## src/rtl/rexta_mem_arbiter.sv

```systemverilog
// Arbitrates one single-ported memory between instruction fetch (IF) and load/store (LS).
// Optional performance counters are enabled with `define REXTA_ARB_PERF_EN.
//
// state | meaning
// IDLE  | no transaction owned; arbitrate and accept one request
// REQ   | latched request presented on mem_req_*, waiting for mem_req_ready
// WAIT  | request accepted by memory, waiting for mem_rsp_valid
module rexta_mem_arbiter #(
    parameter int ADDR_W           = 32,
    parameter int DATA_W           = 32,
    parameter int FETCH_STARVE_MAX = 4
) (
    input  logic                clk,
    input  logic                rst_n,
    input  logic                if_req_valid,
    input  logic [ADDR_W-1:0]   if_req_addr,
    output logic                if_req_ready,
    output logic                if_rsp_valid,
    output logic [DATA_W-1:0]   if_rsp_rdata,
    input  logic                ls_req_valid,
    input  logic                ls_req_we,
    input  logic [ADDR_W-1:0]   ls_req_addr,
    input  logic [DATA_W-1:0]   ls_req_wdata,
    input  logic [DATA_W/8-1:0] ls_req_wstrb,
    output logic                ls_req_ready,
    output logic                ls_rsp_valid,
    output logic [DATA_W-1:0]   ls_rsp_rdata,
    output logic                mem_req_valid,
    input  logic                mem_req_ready,
    output logic                mem_req_we,
    output logic [ADDR_W-1:0]   mem_req_addr,
    output logic [DATA_W-1:0]   mem_req_wdata,
    output logic [DATA_W/8-1:0] mem_req_wstrb,
    input  logic                mem_rsp_valid,
    input  logic [DATA_W-1:0]   mem_rsp_rdata,
    output logic                busy
`ifdef REXTA_ARB_PERF_EN
    ,
    output logic [31:0]         perf_if_grants,
    output logic [31:0]         perf_ls_grants,
    output logic [31:0]         perf_stall_cycles
`endif
);

    localparam int CNT_W = $clog2(FETCH_STARVE_MAX + 1);
    localparam logic [CNT_W-1:0] STARVE_MAX = CNT_W'(FETCH_STARVE_MAX);

    typedef enum logic [1:0] {
        ST_IDLE,
        ST_REQ,
        ST_WAIT
    } state_t;

    state_t           state;
    logic             owner_ls;
    logic [CNT_W-1:0] starve_cnt;
    logic             in_idle;
    logic             if_grant;
    logic             ls_grant;
    logic             in_wait_rsp;

    // Ready is gated by rst_n so nothing is offered while reset is held.
    always_comb begin
        in_idle     = (state == ST_IDLE) & rst_n;
        if_grant    = if_req_valid & (~ls_req_valid | (starve_cnt == STARVE_MAX));
        ls_grant    = ls_req_valid & ~if_grant;
        in_wait_rsp = (state == ST_WAIT) & mem_rsp_valid;
    end

    assign if_req_ready = in_idle & if_grant;
    assign ls_req_ready = in_idle & ls_grant;
    assign if_rsp_valid = in_wait_rsp & ~owner_ls;
    assign ls_rsp_valid = in_wait_rsp & owner_ls;
    assign if_rsp_rdata = mem_rsp_rdata;
    assign ls_rsp_rdata = mem_rsp_rdata;

    always_ff @(posedge clk or negedge rst_n) begin
        if (!rst_n) begin
            state         <= ST_IDLE;
            owner_ls      <= 1'b0;
            starve_cnt    <= '0;
            mem_req_valid <= 1'b0;
            mem_req_we    <= 1'b0;
            mem_req_addr  <= '0;
            mem_req_wdata <= '0;
            mem_req_wstrb <= '0;
            busy          <= 1'b0;
        end else begin
            case (state)
                ST_IDLE: begin
                    if (if_req_ready) begin
                        owner_ls      <= 1'b0;
                        mem_req_valid <= 1'b1;
                        mem_req_we    <= 1'b0;
                        mem_req_addr  <= if_req_addr;
                        mem_req_wdata <= '0;
                        mem_req_wstrb <= '0;
                        starve_cnt    <= '0;
                        busy          <= 1'b1;
                        state         <= ST_REQ;
                    end else if (ls_req_ready) begin
                        owner_ls      <= 1'b1;
                        mem_req_valid <= 1'b1;
                        mem_req_we    <= ls_req_we;
                        mem_req_addr  <= ls_req_addr;
                        mem_req_wdata <= ls_req_wdata;
                        mem_req_wstrb <= ls_req_we ? ls_req_wstrb : '0;
                        busy          <= 1'b1;
                        state         <= ST_REQ;
                        if (!if_req_valid) begin
                            starve_cnt <= '0;
                        end else if (starve_cnt != STARVE_MAX) begin
                            starve_cnt <= starve_cnt + 1'b1;
                        end
                    end else if (!if_req_valid) begin
                        starve_cnt <= '0;
                    end
                end
                ST_REQ: begin
                    if (mem_req_ready) begin
                        mem_req_valid <= 1'b0;
                        state         <= ST_WAIT;
                    end
                end
                ST_WAIT: begin
                    if (mem_rsp_valid) begin
                        busy  <= 1'b0;
                        state <= ST_IDLE;
                    end
                end
                default: begin
                    mem_req_valid <= 1'b0;
                    busy          <= 1'b0;
                    state         <= ST_IDLE;
                end
            endcase
        end
    end

`ifdef REXTA_ARB_PERF_EN
    always_ff @(posedge clk or negedge rst_n) begin
        if (!rst_n) begin
            perf_if_grants    <= '0;
            perf_ls_grants    <= '0;
            perf_stall_cycles <= '0;
        end else begin
            if (if_req_ready) begin
                perf_if_grants <= perf_if_grants + 32'd1;
            end
            if (ls_req_ready) begin
                perf_ls_grants <= perf_ls_grants + 32'd1;
            end
            if ((state == ST_REQ) && !mem_req_ready) begin
                perf_stall_cycles <= perf_stall_cycles + 32'd1;
            end
        end
    end
`endif

endmodule

```

## config.mk

```make
export PLATFORM = sky130hd
export DESIGN_NAME = rexta_mem_arbiter
export DESIGN_NICKNAME = d
export VERILOG_FILES = /design/src/rtl/rexta_mem_arbiter.sv
export SDC_FILE = /design/constraint.sdc
export NUM_CORES = 1
export LEC_CHECK = 0
export CAP_MARGIN = 20
export CORE_UTILIZATION = 30
export DETAILED_ROUTE_END_ITERATION = 12
export GPL_ROUTABILITY_DRIVEN = 0
export PLACE_DENSITY = 0.69
export SYNTH_ARGS = -nofsm -noshare
export SYNTH_HDL_FRONTEND = slang
export SYNTH_SLANG_ARGS = --single-unit
```

## constraint.sdc

```tcl
create_clock -name clk -period 2.5 [get_ports clk]
set_input_delay 0.375 -clock clk [delete_from_list [all_inputs] [get_ports clk]]
set_output_delay 0.375 -clock clk [all_outputs]
set_load 0.01 [all_outputs]
```

==> results.sh <==
export IMPL_numCtsBuffers=9
export IMPL_final_cell_mix="clkdlybuf4s50_1 (179), dfrtp_1 (77), nor2_1 (37), inv_1 (35), a22o_1 (33)"
export IMPL_drt_iter0_drc=199
export IMPL_p_seq_share_pct=34.2
export IMPL_final_common_cell="clkdlybuf4s50_1"
export IMPL_synth_fa_ha_area_share_pct=0.604
export IMPL_synth_area_leaders="dfrtp_1 (46%), a221oi_2 (12%), buf_4 (12%)"
export IMPL_fmax_mhz=425
export IMPL_crit_arrival_ns=1.98
export IMPL_endpoint_kind="output pin"
export IMPL_crit_start="starve_cnt[0]$_DFFE_PN0P_"
export IMPL_clk_path_buf_depth=2
export IMPL_p_sw_share_pct=32.7
export IMPL_p_int_mw=4.18
export IMPL_dieArea_um2=14300
export IMPL_rr_endpoint="mem_req_addr[17]$_DFFE_PN0P_"
export IMPL_min_period_over_period_pct=94.0
export IMPL_path_class="reg -> out"
export IMPL_cellPowerDensity_nw_per_um2=1050
export IMPL_maxCapViolations=0
export IMPL_vias_per_cell=4.86
export IMPL_synth_nets=522
export IMPL_cts_tree="yes"
export IMPL_ctsHtreeMaxLevel=3
export IMPL_p_leak_nw=2.48
export IMPL_dp_hpwl_mm=7.80
export IMPL_tns_ns=0
export IMPL_hold_viol_final=0
export IMPL_start_kind="register"
export IMPL_syn_area_um2=4150
export IMPL_synth_top_area_cell="dfrtp_1"
export IMPL_total_power_mw=6.21
export IMPL_layout_min_cycle_time_ns=2.35
export IMPL_seq_area_frac_synth_pct=46.5
export IMPL_track_usage_pct=16.2
export IMPL_antenna_cells=0
export IMPL_nets=625
export IMPL_final_cell_area_um2=5910
export IMPL_outcome="completed"
export IMPL_clk_latency_ns=0.34
export IMPL_clockRootBuffer="clkbuf_16"
export IMPL_ys_ff_latch=77
export IMPL_hp_class="in -> async"
export IMPL_p_switching_mw=2.03
export IMPL_synth_cells=381
export IMPL_holdWs_ns=0.0315
export IMPL_yosysWarnings=0
export IMPL_r2r_cells=3
export IMPL_synthSimpleGateAreaFrac_pct=6.07
export IMPL_grt_pass1_vias=3291
export IMPL_final_layout_size_suffix_gt1_share_pct=12.9
export IMPL_wl_per_cell_um=17.2
export IMPL_p_comb_share_pct=44.3
export IMPL_vias=3235
export IMPL_syn2layout_area_growth_pct=42.6
export IMPL_drc=0
export IMPL_rsz0062_at_grt="false"
export IMPL_dp_slack_ns=0.236
export IMPL_instances_no_fill=665
export IMPL_synthXorXnorAreaFrac_pct=0
export IMPL_postCtsSetupRepairBufs=0
export IMPL_grt_pass1_wl_mm=17.9
export IMPL_worst_clock_skew_ns=0.00767
export IMPL_antenna_found_initial=0
export IMPL_synth_compound_area_share_pct=27.6
export IMPL_fin_ws_ns=0.149
export IMPL_cp_max_fo=4
export IMPL_ioPinCount=278
export IMPL_final_util_pct=44.3
export IMPL_synth_top_area_share_pct=46.5
export IMPL_clkPwrFrac_pct=21.5
export IMPL_synth_avg_cell_area_um2=10.9
export IMPL_io_buffers=181
export IMPL_slew_violations=0
export IMPL_rows=42
export IMPL_start_util_pct=31.1
export IMPL_setup_viol=0
export IMPL_clk_pin_slew_ns=0.06
export IMPL_dr_pass1_iters=4
export IMPL_irDropWorstVdd_mv=0.468
export IMPL_required_ns=2.12
export IMPL_grt_ovfl_total=0
export IMPL_yosysUniqueCellTypes=32
export IMPL_synth_mux_area_fraction_pct=0
export IMPL_worst_pin_slew_ns=1.08
export IMPL_die_h_um=120
export IMPL_placed_cells=649
export IMPL_core_um2=13300
export IMPL_r2r_setup_slack_ns=0.42
export IMPL_synth_top_family_by_area="compound AO/OA/AOI/OAI gates"
export IMPL_place_area_um2=5610
export IMPL_fp_dieW_um=120
export IMPL_slew_headroom_pct=28.0
export IMPL_crit_end="ls_req_ready"
export IMPL_ant_nets=0
export IMPL_r2r_start="state[0]$_DFFE_PN0P_"
export IMPL_clock_sinks=77
export IMPL_drt_total_wl_mm=11.4
export IMPL_grt_max_degree=71
-- power by group through the flow --
stage	combinational, mW	sequential, mW	clock, mW
after detailed placement	2.78	2.13	0
final	2.75	2.12	1.34
after CTS	2.79	2.13	1.37
after floorplan	1.23	2.32	0
after global placement	2.72	2.12	0
after global routing	2.95	2.19	1.44
-- final cells by class --
type	count	area, um^2
Clock buffer	9	225
Clock inverter	7	80.1
Fill cell	1248	7430
Inverter	35	131
Multi-Input combinational cell	171	1440
Sequential cell	77	1930
Tap cell	176	220
Timing Repair Buffer	190	1890
-- registers in the layout, indices dropped and copies added (netlist names) --
name	cells
mem_req_wstrb	4
mem_req_addr	32
mem_req_valid	1
mem_req_we	1
owner_ls	1
starve_cnt	3
busy	1
mem_req_wdata	32
state	2
-- how the worst min path moves through the flow --
stage / endpoint
final: state[1]$_DFFE_PN0P_
after global routing: starve_cnt[0]$_DFFE_PN0P_
after CTS: mem_req_wdata[29]$_DFFE_PN0P_
after detailed placement: owner_ls$_DFFE_PN0P_
after global placement: owner_ls$_DFFE_PN0P_
after floorplan: busy$_DFFE_PN0P_
-- logic make-up (layout without fill, tap and decap cells) --
family / Yosys count / after routing
buffers and inverters: 133 / 241
AO/OA/AOI/OAI: 114 / 114
flip-flops: 77 / 77
AND/OR/NAND/NOR: 55 / 55
adder cells (fa/ha/maj): 2 / 2
-- synth_stat cells --
cell type and number:
nand4b_1 1, nor2_1 37, nand3b_1 1, o22a_1 1, a21oi_1 2, or2_2 1
ha_1 2, clkbuf_1 17, nor3b_1 1, a221oi_2 32, buf_4 64, nand2b_1 2
a21bo_2 1, a22o_1 33, nor3_1 1, o311ai_0 1, or2_1 1, inv_1 35
o21a_1 2, dfrtp_1 77, a32o_1 6, buf_1 1, o2bb2ai_1 1, or3b_1 1
o21ai_0 3, buf_2 10, and2_1 1, nand2_1 6, buf_6 6, a211oi_1 32
nand4bb_1 1, nor4bb_1 1
-- repair_timing --
action / in CTS / in global routing
hold buffers: 0 / 0
setup endpoints to repair: 0 / 1
resized for setup: 0 / 1
-- routing by layer --
layer  track usage, %  vias to the layer above  wire length [um]
met1             20.2                     1556              4920
met2             26.3                      132              5450
met4             7.19                        0               254
met5                0                        -                 0
li1                 -                     1515                 -
met3             4.18                       32               826
-- critical path: stages, from the launching register on --
cell and delay, ns:
dfrtp_1 0.38, inv_1 0.06, ha_1 0.23, a21bo_2 0.24, a21oi_4 0.16, clkdlybuf4s50_1 0.57
No activity file was read; power rests on OpenSTA's default activity.
